File: config.mk
export PLATFORM = sky130hd
export DESIGN_NAME = conv_window_buffer_flat
export DESIGN_NICKNAME = d
export VERILOG_FILES = /design/src/rtl/conv_pkg.sv /design/src/rtl/conv_window_buffer_if.sv /design/src/rtl/conv_line_buffer.sv /design/src/rtl/conv_window_buffer.sv /design/src/flat_wrapper.sv
export SDC_FILE = /design/constraint.sdc
export NUM_CORES = 2
export LEC_CHECK = 0
export CORE_MARGIN = 3
export CORE_UTILIZATION = 60
export DETAILED_ROUTE_END_ITERATION = 8
export PLACE_DENSITY = 0.78
export SLEW_MARGIN = 0
export SYNTH_ARGS = -nofsm -noshare
export SYNTH_HDL_FRONTEND = slang
export SYNTH_SLANG_ARGS = --single-unit
export TNS_END_PERCENT = 1
File: constraint.sdc
create_clock -name clk -period 5.9 [get_ports clk]
set_input_delay 0.885 -clock clk [delete_from_list [all_inputs] [get_ports clk]]
set_output_delay 0.885 -clock clk [all_outputs]
set_load 0.05 [all_outputs]
File: src/rtl/conv_pkg.sv
// Shared sizing for the window buffer and the downstream convolver, so both
// ends of the flattened window bus always agree on width.
package conv_pkg;

  localparam int DATA_WIDTH   = 16;
  localparam int KERNEL_SIZE  = 5;
  localparam int IMAGE_SIZE   = 28;
  localparam int WINDOW_WIDTH = KERNEL_SIZE * KERNEL_SIZE * DATA_WIDTH;
  localparam int COORD_WIDTH  = $clog2(IMAGE_SIZE);

  typedef logic [DATA_WIDTH-1:0]  pixel_t;
  typedef logic [COORD_WIDTH-1:0] coord_t;

  function automatic logic is_last_coord(input coord_t c);
    return c == coord_t'(IMAGE_SIZE - 1);
  endfunction

endpackage

File: src/rtl/conv_window_buffer_if.sv
// Pixel stream in, window stream out; the source drives pixels and the
// buffer drives windows.
interface conv_window_buffer_if;
  import conv_pkg::*;

  logic                    pixel_valid;
  pixel_t                  pixel_in;
  logic                    start_of_frame;
  logic [WINDOW_WIDTH-1:0] window_out;
  logic                    window_valid;
  logic                    frame_done;

  modport master (
    output pixel_valid, pixel_in, start_of_frame,
    input  window_out, window_valid, frame_done
  );

  modport slave (
    input  pixel_valid, pixel_in, start_of_frame,
    output window_out, window_valid, frame_done
  );

endinterface

File: src/rtl/conv_line_buffer.sv
// One image row of delay: circular buffer whose output is the entry about to
// be overwritten, so it presents the pixel one row above the incoming one.
module conv_line_buffer
  import conv_pkg::*;
(
  input  logic   clk,
  input  logic   reset,
  input  logic   enable,
  input  pixel_t wr_data,
  output pixel_t rd_data
);

  pixel_t mem [IMAGE_SIZE];
  coord_t ptr;

  assign rd_data = mem[ptr];

  always_ff @(posedge clk or negedge reset) begin
    if (!reset) begin
      ptr <= '0;
    end else if (enable) begin
      ptr <= is_last_coord(ptr) ? '0 : ptr + coord_t'(1);
    end
  end

  // Contents need no reset: frame validity gating never exposes stale rows.
  always_ff @(posedge clk) begin
    if (enable) begin
      mem[ptr] <= wr_data;
    end
  end

endmodule

File: src/rtl/conv_window_buffer.sv
// Raster-order pixel stream to KERNEL_SIZE x KERNEL_SIZE sliding windows,
// emitting only fully populated windows (no padding).
module conv_window_buffer
  import conv_pkg::*;
(
  input  logic clk,
  input  logic reset,
  conv_window_buffer_if.slave bus
);

  coord_t col, row, cur_col, cur_row;
  logic   accept, complete, last;

  pixel_t lb_in   [KERNEL_SIZE-1];
  pixel_t taps    [KERNEL_SIZE-1];
  pixel_t column  [KERNEL_SIZE];
  pixel_t win      [KERNEL_SIZE][KERNEL_SIZE];
  pixel_t win_next [KERNEL_SIZE][KERNEL_SIZE];

  logic [WINDOW_WIDTH-1:0] win_flat;
  logic [WINDOW_WIDTH-1:0] window_reg;
  logic                    valid_reg;
  logic                    done_reg;

  assign accept   = bus.pixel_valid;
  assign cur_col  = bus.start_of_frame ? '0 : col;
  assign cur_row  = bus.start_of_frame ? '0 : row;
  assign complete = (cur_row >= coord_t'(KERNEL_SIZE - 1)) &&
                    (cur_col >= coord_t'(KERNEL_SIZE - 1));
  assign last     = is_last_coord(cur_row) && is_last_coord(cur_col);

  genvar b;
  generate
    for (b = 0; b < KERNEL_SIZE - 1; b++) begin : g_line
      conv_line_buffer u_line (
        .clk     (clk),
        .reset   (reset),
        .enable  (accept),
        .wr_data (lb_in[b]),
        .rd_data (taps[b])
      );
    end
  endgenerate

  // Row 0 of the column is the oldest line, the last row is the new pixel.
  always_comb begin
    lb_in[0] = bus.pixel_in;
    for (int i = 1; i < KERNEL_SIZE - 1; i++) lb_in[i] = taps[i-1];
    column[KERNEL_SIZE-1] = bus.pixel_in;
    for (int i = 0; i < KERNEL_SIZE - 1; i++) column[KERNEL_SIZE-2-i] = taps[i];
  end

  always_comb begin
    win_next = win;
    for (int i = 0; i < KERNEL_SIZE; i++) begin
      for (int j = 0; j < KERNEL_SIZE - 1; j++) win_next[i][j] = win[i][j+1];
      win_next[i][KERNEL_SIZE-1] = column[i];
    end
  end

  always_comb begin
    win_flat = '0;
    for (int i = 0; i < KERNEL_SIZE; i++)
      for (int j = 0; j < KERNEL_SIZE; j++)
        win_flat[(i*KERNEL_SIZE+j)*DATA_WIDTH +: DATA_WIDTH] = win_next[i][j];
  end

  // Coordinate of the next accepted pixel; start_of_frame rebases to (0,0).
  always_ff @(posedge clk or negedge reset) begin
    if (!reset) begin
      col <= '0;
      row <= '0;
    end else if (accept) begin
      if (last) begin
        col <= '0;
        row <= '0;
      end else if (is_last_coord(cur_col)) begin
        col <= '0;
        row <= cur_row + coord_t'(1);
      end else begin
        col <= cur_col + coord_t'(1);
        row <= cur_row;
      end
    end else if (bus.start_of_frame) begin
      col <= '0;
      row <= '0;
    end
  end

  always_ff @(posedge clk or negedge reset) begin
    if (!reset) begin
      win <= '{default: '0};
    end else if (accept) begin
      win <= win_next;
    end
  end

  // The output copy only moves on complete windows, so partial shifts stay hidden.
  always_ff @(posedge clk or negedge reset) begin
    if (!reset) begin
      window_reg <= '0;
      valid_reg  <= 1'b0;
      done_reg   <= 1'b0;
    end else begin
      valid_reg <= accept && complete;
      done_reg  <= accept && complete && last;
      if (accept && complete) window_reg <= win_flat;
    end
  end

  assign bus.window_out   = window_reg;
  assign bus.window_valid = valid_reg;
  assign bus.frame_done   = done_reg;

endmodule

File: src/flat_wrapper.sv
// flat-port wrapper written by rule: the top's interface ports become plain ports
module conv_window_buffer_flat import conv_pkg::*;
  (clk, reset, bus_pixel_valid, bus_pixel_in, bus_start_of_frame, bus_window_out, bus_window_valid, bus_frame_done);
  conv_window_buffer_if bus_i ();
  input  logic clk;
  input  logic reset;
  input wire logic [$bits(bus_i.pixel_valid)-1:0] bus_pixel_valid;
  input wire logic [$bits(bus_i.pixel_in)-1:0] bus_pixel_in;
  input wire logic [$bits(bus_i.start_of_frame)-1:0] bus_start_of_frame;
  output wire logic [$bits(bus_i.window_out)-1:0] bus_window_out;
  output wire logic [$bits(bus_i.window_valid)-1:0] bus_window_valid;
  output wire logic [$bits(bus_i.frame_done)-1:0] bus_frame_done;
  assign bus_i.pixel_valid = bus_pixel_valid;
  assign bus_i.pixel_in = bus_pixel_in;
  assign bus_i.start_of_frame = bus_start_of_frame;
  assign bus_window_out = bus_i.window_out;
  assign bus_window_valid = bus_i.window_valid;
  assign bus_frame_done = bus_i.frame_done;
  conv_window_buffer u_core (.clk(clk), .reset(reset), .bus(bus_i));
endmodule
== After elaboration in Yosys (flattened, before gate mapping) ==
Memories as Yosys holds them, arrays and structs flattened.
Cells that the tools add are included.
Cells by class
  add/sub/neg operators: 6
  magnitude comparators: 2
  equal/unequal tests: 6
  mux-type cells: 14
  reduce and logical (&&, ||, !) cells: 4
Operators by type and width (count)
  $mux 5: 12
  $add 5x1->5 const B: 6
  $eq 5x5->1 const B: 6
  $ge 5x3->1 const B: 2
  $logic_and 1x1->1: 4
  $mux 1: 2
Word-level totals
  flip-flop bits (word level): 752
  memory bits (writable): 1792
  output and inout bits: 402
  word-level logic and storage cells: 65
  memories: 4
Memory list
  u_core.g_line[0].u_line.mem: depth 28, bits a word 16, read ports 1, clocked after memory_dff 0, write ports 1, line conv_line_buffer.sv:13  | pixel_t mem [IMAGE_SIZE];
  u_core.g_line[1].u_line.mem: depth 28, bits a word 16, read ports 1, clocked after memory_dff 0, write ports 1, line conv_line_buffer.sv:13
  u_core.g_line[2].u_line.mem: depth 28, bits a word 16, read ports 1, clocked after memory_dff 0, write ports 1, line conv_line_buffer.sv:13
  u_core.g_line[3].u_line.mem: depth 28, bits a word 16, read ports 1, clocked after memory_dff 0, write ports 1, line conv_line_buffer.sv:13

== Depth between registers and ports, before layout ==
  word-level depth: 5
  gate-level depth with buffers: 9
  gate-level depth less buffers: 5

== By module ==
A second synthesis with hierarchy kept.
Unflattened totals
  cell total of the unflattened synthesis: 4964
  area total of the unflattened synthesis: 99362.8 um2
Modules (own cells, without submodules)
  conv_line_buffer: times used 4, cells each 845, area each 17641.9 um2
  conv_window_buffer: times used 1, cells each 1584, area each 28795.1 um2

== Worst setup path before layout ==
Ideal clock, no wire load.
  kind: input to register
  from: input port bus_pixel_valid
  to: memory u_core.g_line[0].u_line.mem[24][0] (netlist name) (enable)
  setup time: 409 ps
  arrival: 3073 ps
  slack: 2418 ps
  cell stages on the path: 5
  buffers on the path: 3
  cells stage by stage: clkbuf_1 -> clkbuf_1 -> clkbuf_1 -> nand2_1 -> nor3_1
On the way
  cells in the longest elaborated chain, start to end: 2
Ends and longest elaborated chain
  start: declaration: line flat_wrapper.sv:7  | input wire logic [$bits(bus_i.pixel_valid)-1:0] bus_pixel_valid;
  $mux 1: line conv_line_buffer.sv:28  | if (enable) begin
  $mux 1 (not written as such): line conv_line_buffer.sv:29  | mem[ptr] <= wr_data;
  end: declaration: line conv_line_buffer.sv:13
Every way passes these cells.

==> metrics <==
Fin. Hold Viols 0; number of global-route vias before repair 52500; Unique masters post-synth 68; CP Max Fanout 34; Horiz. Die Dim 409 um; unrepaired setup endpoints after global routing false; dpl ws 1.53 ns; Routed Antenna Nets 0; worst hold path class in2async; clock tree buffer depth 3; Fillers 9782; Num CTS Buffers 238; clk_lat worst skew 0.87 ns; max-cap viol count 0; PostCTS Resize Cnt 0; Worst Path Required 6.27 ns; Worst Path Arrival 4.83 ns; GRT Overall Usage 28.3%; drt drc 0; PortBufs 421; FF-to-FF End u_core.g_line[3].u_line.mem[11][8]; fin. max-slew vios 0; crit path capture type register; Synth top area share 55.1%; ys async rst share 29.6%; Max Freq 224 MHz; Post-synth EDFFs 1792; 1st-pass router iterations 9; first-pass GRT wire length 352 mm; register area 72700 um2; R2R setup slack 1.44 ns; Area Overhead vs Synth 15.6%; Die ar. 168000 um2; vias per cell 6.38; yosys warns 0; initial core utilization 60.6%; Slew HR 12.4%; post-CTS setup buffers 0; most area-consuming cells after synthesis edfxtp_1, dfrtp_1, mux2_2; Post-Synthesis Net Count 5324; Setup Skew 0.0561 ns; Top Ports 422; WL/cell 28.9 um; DP Wirelength 145 mm; share of layout cells above drive strength 1 26.0%; cell with the most instances after synthesis edfxtp_1; CP Launch Type register; via count 52500; Leakage 41.3 nW; Worst R2R Start u_core.g_line[2].u_line.ptr[0]; initial antenna violation count 14; CTS root buf clkbuf_16; Synth Cell Area 97600 um2; cell count after synthesis 5288; Post-synth top flop edfxtp_1; Synth area leader edfxtp_1; VDD IR max 0.390 mV; area occupied by multi-input gates 23600 um2; period utilization 75.5%; Worst Setup Slack, final 1.44 ns; worst-margin pin slew 1.31 ns; CTS tree done; DRT Wirelength 238 mm; nets@finish 5883; WS Path Type reg2reg; num rows 147; Final setup viols 0; status completed; detailed router's first-iteration violation count 6635; clock edge transition at the registers on the reported setup and hold paths 0.07 ns; power per cell area 491 nW/um2; R2R depth 5; pin count of the biggest net entering global routing 164; final setup TNS 0 ns; register bit total from synthesis 2544; Seq/Total Area, Yosys 74.4%; gr ovfl total 0; Placer Congestion 0.901; TritonCTS Sinks 2544; CTS HTree Levels 4; syn avg cell area 18.5 um2; Tmin final 4.46 ns; # hold bufs at CTS 0; Core Box Area 161000 um2; most frequent cells after synthesis edfxtp_1, mux2_2, dfrtp_1; Chip Height 409 um
cell usage in the layout, fill, tap and decap left out, types with 26 or more instances in the layout:
cell,n
nor3_1,50
o22ai_1,154
o21ai_0,26
nor2b_1,31
mux4_2,180
clkbuf_1,65
nand2_1,96
clkdlybuf4s50_1,419
clkinv_1,36
a22oi_1,66
mux2i_1,409
clkinv_2,44
clkbuf_8,26
nand3_1,47
buf_4,178
nor2_1,200
edfxtp_1,1792
dfrtp_1,743
clkbuf_16,244
a31oi_1,30
mux2_2,776
a21oi_1,40
state kept, by name, summed over array words and instances, names as in the netlist:
register	count
u_core.g_line.u_line.ptr	20
u_core.bus.window_valid	1
u_core.bus.window_out	400
u_core.win	320
u_core.col	5
u_core.bus.frame_done	1
u_core.row	5
u_core.g_line.u_line.mem	1792
cell families after synthesis:
family                   Yosys count  share of synthesized area (%)
AND/OR/NAND/NOR                  614                           3.22
XOR/XNOR                          10                         0.0897
AO/OA/AOI/OAI                    419                           2.94
adder cells (fa/ha/maj)           16                          0.205
flip-flops                      2544                           74.4
multiplexers                    1379                           17.6
buffers and inverters            306                           1.53
worst max-delay path, cell delays in order (launching register included):
cell	delay (ns)
dfrtp_2	0.71
nor2_1	1.07
a22oi_1	0.24
and3_1	0.30
nor4_1	0.83
nand2_1	0.80
metal layers:
layer | vias to the layer above | part of all wire, % | global-route usage (%)
met5 | - | 0.0072 | 0
met4 | 2 | 3.7 | 9.97
met3 | 457 | 10 | 6.44
met2 | 2831 | 47 | 44.1
met1 | 27300 | 39 | 40.1
li1 | 21800 | - | -
where the power goes:
part	total (mW)	leakage (nW)	switching, mW	internal (mW)
clock	15.4	3.89	6.54	8.86
sequential	26.4	25.9	1.88	24.5
combinational	13.6	11.5	9.18	4.38
how the worst max path moves through the flow:
stage	slack (ns)	from	cells after the start	end
after floorplan	2.42	bus_pixel_valid	5	u_core.g_line[0].u_line.mem[24][0]
after detailed placement	1.53	u_core.g_line[2].u_line.ptr[0]	5	u_core.g_line[3].u_line.mem[12][8]
after global routing	1.15	u_core.g_line[2].u_line.ptr[0]	5	u_core.g_line[3].u_line.mem[14][8]
after CTS	1.52	u_core.g_line[2].u_line.ptr[0]	5	u_core.g_line[3].u_line.mem[1][8]
after global placement	1.67	u_core.g_line[2].u_line.ptr[0]	5	u_core.g_line[3].u_line.mem[11][8]
final	1.44	u_core.g_line[2].u_line.ptr[0]	5	u_core.g_line[3].u_line.mem[11][8]
area by class of cell:
type                       instances  share of cell area (%)
antenna                            3                 0.00665
clock buffer                     337                    5.96
tap                             2160                    2.40
inverter                          14                  0.0466
sequential                      2544                    64.4
multi-input combinational       2438                    21.0
timing repair buffer             611                    5.14
clock inverter                   118                    1.08
metrics by stage:
stage | util (%) | cell area (um2) | total power [mW] | cells | hold slack, ns
floorplan | - | 97600 | 34.0 | 5288 | 0.475
global placement | 65.1 | 105000 | 39.4 | 7767 | 0.484
detailed placement | 65.1 | 105000 | 40.0 | 7767 | 0.490
CTS | 70.0 | 113000 | 55.4 | 8222 | 0.0567
global route | 70.0 | 113000 | 57.2 | 8222 | 0.0882
finish | 70.0 | 113000 | 55.3 | 8225 | 0.0722
No activity file was read; power rests on OpenSTA's default activity.
